$ cat config.mk
export PLATFORM = sky130hd
export DESIGN_NAME = riscv_retire_tracer
export DESIGN_NICKNAME = d
export VERILOG_FILES = /design/src/rtl/riscv_retire_tracer.sv
export SDC_FILE = /design/constraint.sdc
export NUM_CORES = 2
export LEC_CHECK = 0
export CAP_MARGIN = 40
export CORE_MARGIN = 1.5
export CORE_UTILIZATION = 50
export DETAILED_ROUTE_END_ITERATION = 6
export PLACE_DENSITY = 0.67
export SETUP_SLACK_MARGIN = 0.05
export SYNTH_ARGS = -nofsm -noshare
export SYNTH_HDL_FRONTEND = slang
export SYNTH_SLANG_ARGS = --single-unit
$ cat constraint.sdc
create_clock -name clk_i -period 8.1 [get_ports clk_i]
set_clock_uncertainty 0.05 [all_clocks]
set_input_delay 0.81 -clock clk_i [delete_from_list [all_inputs] [get_ports clk_i]]
set_output_delay 0.81 -clock clk_i [all_outputs]
set_load 0.1 [all_outputs]
$ cat src/rtl/riscv_retire_tracer.sv
// Retire-bus trace capture: filters retired instructions into a FIFO
// tagged with sequence numbers, with sticky overflow and drop counting.
module riscv_retire_tracer #(
    parameter int XLEN   = 32,
    parameter int DEPTH  = 16,
    parameter int SEQ_W  = 16,
    parameter int DROP_W = 16
) (
    input  logic                       clk_i,
    input  logic                       rst_i,
    input  logic                       en_i,
    input  logic                       clr_i,
    input  logic [1:0]                 mode_i,
    input  logic                       update_i,
    input  logic [XLEN-1:0]            pc_i,
    input  logic [XLEN-1:0]            instr_i,
    input  logic [4:0]                 reg_addr_i,
    input  logic [XLEN-1:0]            reg_data_i,
    input  logic [XLEN-1:0]            mem_addr_i,
    input  logic [XLEN-1:0]            mem_data_i,
    input  logic                       mem_wrt_i,
    output logic                       out_valid_o,
    input  logic                       out_ready_i,
    output logic [XLEN-1:0]            out_pc_o,
    output logic [XLEN-1:0]            out_instr_o,
    output logic [4:0]                 out_reg_addr_o,
    output logic [XLEN-1:0]            out_reg_data_o,
    output logic [XLEN-1:0]            out_mem_addr_o,
    output logic [XLEN-1:0]            out_mem_data_o,
    output logic                       out_mem_wrt_o,
    output logic [SEQ_W-1:0]           out_seq_o,
    output logic [$clog2(DEPTH):0]     count_o,
    output logic [DROP_W-1:0]          drop_cnt_o,
    output logic                       overflow_o
);

    localparam int AW = $clog2(DEPTH);
    localparam int CW = AW + 1;

    typedef struct packed {
        logic [XLEN-1:0]  pc;
        logic [XLEN-1:0]  instr;
        logic [4:0]       reg_addr;
        logic [XLEN-1:0]  reg_data;
        logic [XLEN-1:0]  mem_addr;
        logic [XLEN-1:0]  mem_data;
        logic             mem_wrt;
        logic [SEQ_W-1:0] seq;
    } entry_t;

    entry_t            fifo_q [DEPTH];
    entry_t            wr_entry;
    entry_t            head;
    logic [AW-1:0]     wr_ptr_q;
    logic [AW-1:0]     rd_ptr_q;
    logic [CW-1:0]     count_q;
    logic [SEQ_W-1:0]  seq_q;
    logic [DROP_W-1:0] drop_q;
    logic              ovf_q;

    logic mode_ok;
    logic qual;
    logic full;
    logic pop;
    logic push;
    logic drop;

    always_comb begin
        mode_ok = 1'b1;
        case (mode_i)
            2'd1:    mode_ok = (reg_addr_i != 5'd0);
            2'd2:    mode_ok = mem_wrt_i;
            default: mode_ok = 1'b1;
        endcase
    end

    // Full FIFO still accepts a retire when the head drains in the same cycle
    assign qual        = update_i & en_i & ~clr_i & mode_ok;
    assign full        = (count_q == CW'(DEPTH));
    assign out_valid_o = (count_q != '0);
    assign pop         = out_valid_o & out_ready_i & ~clr_i;
    assign push        = qual & (~full | pop);
    assign drop        = qual & ~push;

    always_comb begin
        wr_entry.pc       = pc_i;
        wr_entry.instr    = instr_i;
        wr_entry.reg_addr = reg_addr_i;
        wr_entry.reg_data = reg_data_i;
        wr_entry.mem_addr = mem_addr_i;
        wr_entry.mem_data = mem_data_i;
        wr_entry.mem_wrt  = mem_wrt_i;
        wr_entry.seq      = seq_q;
    end

    always_ff @(posedge clk_i) begin
        if (push) begin
            fifo_q[wr_ptr_q] <= wr_entry;
        end
    end

    always_ff @(posedge clk_i or posedge rst_i) begin
        if (rst_i) begin
            wr_ptr_q <= '0;
            rd_ptr_q <= '0;
            count_q  <= '0;
            seq_q    <= '0;
            drop_q   <= '0;
            ovf_q    <= 1'b0;
        end else if (clr_i) begin
            wr_ptr_q <= '0;
            rd_ptr_q <= '0;
            count_q  <= '0;
            seq_q    <= '0;
            drop_q   <= '0;
            ovf_q    <= 1'b0;
        end else begin
            if (qual) begin
                seq_q <= seq_q + SEQ_W'(1);
            end
            if (push) begin
                wr_ptr_q <= wr_ptr_q + AW'(1);
            end
            if (pop) begin
                rd_ptr_q <= rd_ptr_q + AW'(1);
            end
            case ({push, pop})
                2'b10:   count_q <= count_q + CW'(1);
                2'b01:   count_q <= count_q - CW'(1);
                default: count_q <= count_q;
            endcase
            if (drop) begin
                ovf_q <= 1'b1;
                if (drop_q != '1) begin
                    drop_q <= drop_q + DROP_W'(1);
                end
            end
        end
    end

    assign head           = fifo_q[rd_ptr_q];
    assign out_pc_o       = head.pc;
    assign out_instr_o    = head.instr;
    assign out_reg_addr_o = head.reg_addr;
    assign out_reg_data_o = head.reg_data;
    assign out_mem_addr_o = head.mem_addr;
    assign out_mem_data_o = head.mem_data;
    assign out_mem_wrt_o  = head.mem_wrt;
    assign out_seq_o      = head.seq;
    assign count_o        = count_q;
    assign drop_cnt_o     = drop_q;
    assign overflow_o     = ovf_q;

endmodule

==> run summary <==
status -> complete, but fails checks
failing checks -> slew limit
largest net degree at the start of global routing -> 174
DP HPWL -> 126 mm
cell mode on critical path -> mux4_2
global-route usage over all layers -> 21.9%
Clock H-tree levels -> 5
final core occ -> 59.8%
share of flip-flops with an asynchronous set or reset -> 1.56%
critical path fanouts, max -> 173
Resize count post-CTS -> 0
CTS root buf -> clkbuf_16
fin worst setup slack -> 2.75 ns
Initial Util -> 50.3%
core area -> 222000 sq um
max-slew violations -> 13
period utilisation layout -> 66.1%
EDFF count, synth -> 2912
Setup TNS Final -> 0 ns
Hold Buf Count CTS -> 0
CP Launch Type -> register
DRT antenna net count -> 0
GP Congestion -> 0.741
Crit path buffers/inverters -> 3
Synth Cell Area -> 112000 sq um
Place WS -> 2.86 ns
Power Dens Cells -> 296 nW/um^2
hold slack -> 0.374 ns
number of synthesized register bits -> 2958
Final min period -> 5.35 ns
via count -> 50.0k
Hold Fails Final Rpt -> 0
Worst EP arrival -> 4.49 ns
worst slew pin tran -> 1.51 ns
leakage power -> 40.7 nW
Die ar. -> 226000 sq um
Die Ht -> 475 microns
CP delay by family, top -> buffers and inverters
initial antenna violation count -> 34
drc violations -> 0
Routed WL per cell -> 29.4 microns
CP max stage delay -> 0.68 ns
Clock Tree Buf Depth -> 4
fin nets -> 5311
Final Setup Violations -> 0
first-pass GRT wire length -> 359 mm
max cap viols -> 0
Crit Path Class -> register to output pin
clk_lat worst skew -> 0.90 ns
Final Power -> 39.2 mW
clock sinks -> 2958
PortBufs -> 378
slowest cell on the critical path -> dfrtp_4
class of the worst hold path -> input port to async pin
Ys Warns -> 0
number of global-route vias before repair -> 52.1k
CTS tree -> done
Overflow after GRT -> 0
Syn Area/Cell -> 25.5 sq um
fmax -> 187 MHz
Synth Flop Type -> edfxtp_1
post-synth cell types -> 49
vias per cell -> 6.00
Crit path required time -> 7.24 ns
cells along the critical path -> buf_12, mux4_2, mux4_2, clkdlybuf4s50_1, buf_16
post-synthesis sequential area ratio -> 79.4%
Routed WL -> 245 mm
initial drt markers -> 4640
layout cell share with drive strength beyond 1 -> 30.4%
row cnt -> 173
Reg clk slew, reported paths -> 0.06 ns
Ports -> 379
CP Capture Type -> output pin
Max VDD drop -> 0.299 mV
synthesized netlist cell count -> 4382
cts bufs inserted -> 315
area delta synth->final -> 18.9%
Max-Slew Margin vs Limit -> -0.541%
postcts setup bufs -> 0
RSZ-0062 raised after global routing -> false
syn nets -> 4569
DRT Pass-1 Iters -> 5
die width -> 475 microns
worst paths after layout:
check | to | start | cells after the start | slack [ns]
setup / recovery | out_pc_o[12] | rd_ptr_q[1] | 5 | 2.75
hold / removal | drop_cnt_o[0] | rst_i | 3 | 0.37
min in group clk_i | overflow_o | overflow_o | 2 | 0.48
hold reg to reg | overflow_o | overflow_o | 2 | 0.48
max in group asynchronous | rd_ptr_q[3] | rst_i | 3 | 7.11
setup reg to reg | count_o[4] | count_o[3] | 10 | 4.78
power breakdown:
group	total [mW]	internal (mW)	switching, mW
clock	13.5	7.94	5.58
combinational	8.83	3.92	4.90
sequential	16.9	16.9	0.0492
total	39.2	28.7	10.5
cell usage in the layout, fill, tap and decap left out, types with 3 or more instances in the layout:
cell                n
clkinv_2           57
a211oi_1           19
buf_4              38
edfxtp_1         2912
clkdlybuf4s50_1   361
ha_1               12
nor3b_1             5
xnor2_1             4
dfrtp_4             4
clkinv_1           72
buf_12             49
buf_16             53
and2_4             12
and3_1              6
nand4_1            15
or4_1               5
or3_1               8
nor2_1             28
xor2_1             21
inv_1              15
buf_8             148
nand2_1            13
nor2b_1            19
o22ai_1             3
clkinvlp_4         12
nand3_1            12
diode_2             9
and4_4              4
dfrtp_1            42
inv_6               4
and2_1              4
o21ai_0            11
clkbuf_16         321
a21oi_1            34
mux2i_1            23
o31ai_1             5
bufinv_16          23
mux4_2            892
clkbuf_1           50
through the flow:
step           cells  instance area, sq um
3_3_place_gp    7579                119000
4_1_cts         8322                133000
2_1_floorplan   4382                112000
6_report        8331                133000
3_5_place_dp    7782                123000
5_1_grt         8327                133000
tightest hold or removal path: stages:
cell and delay (ns):
clkdlybuf4s50_1 0.42, inv_2 0.05, buf_4 0.49
synthesized netlist by cell type, drive strengths merged (15+ instances only):
cell type / number / area, sq um
mux2i: 23 / 230
dfrtp: 46 / 1150
nor2b: 19 / 119
a21oi: 34 / 170
xor2: 21 / 184
edfxtp: 2912 / 87400
inv: 16 / 60.1
a211oi: 19 / 143
buf: 93 / 392
nand4: 15 / 93.8
nor2: 28 / 105
mux4: 892 / 20100
and2: 16 / 100
clkbuf: 132 / 495
metal layers:
metal | vias up | track usage (%) | share of wire (%) | wire, microns
li1 | 20600 | - | - | -
met5 | - | 0 | 0.079 | 193
met3 | 443 | 3.34 | 5.2 | 12800
met1 | 27400 | 29.7 | 40 | 98500
met4 | 30 | 6.79 | 3.0 | 7400
met2 | 1539 | 37.0 | 51 | 126000
cell families after synthesis:
kind of cell / after synthesis / synth area share [%]
xor+xnor: 25 / 0.196
flops: 2958 / 79.4
fa+ha+maj: 13 / 0.152
compound gates: 84 / 0.463
simple gates: 146 / 0.766
buf+inv: 241 / 0.849
mux: 915 / 18.2
area by class of cell:
class / instances / area, sq um
Timing Repair Buffer: 650 / 8570
Inverter: 16 / 60.1
Sequential cell: 2958 / 88600
Antenna cell: 9 / 22.5
Fill cell: 15200 / 89400
Clock buffer: 371 / 8220
Clock inverter: 169 / 1380
Multi-Input combinational cell: 1183 / 22100
Tap cell: 2975 / 3720
registers in the layout, indices dropped and copies added (netlist names):
register    flops
overflow_o      1
count_o         5
seq_q          16
drop_cnt_o     16
wr_ptr_q        4
fifo_q       2912
rd_ptr_q        4
Note: power is estimated with default switching activity, not from simulation.
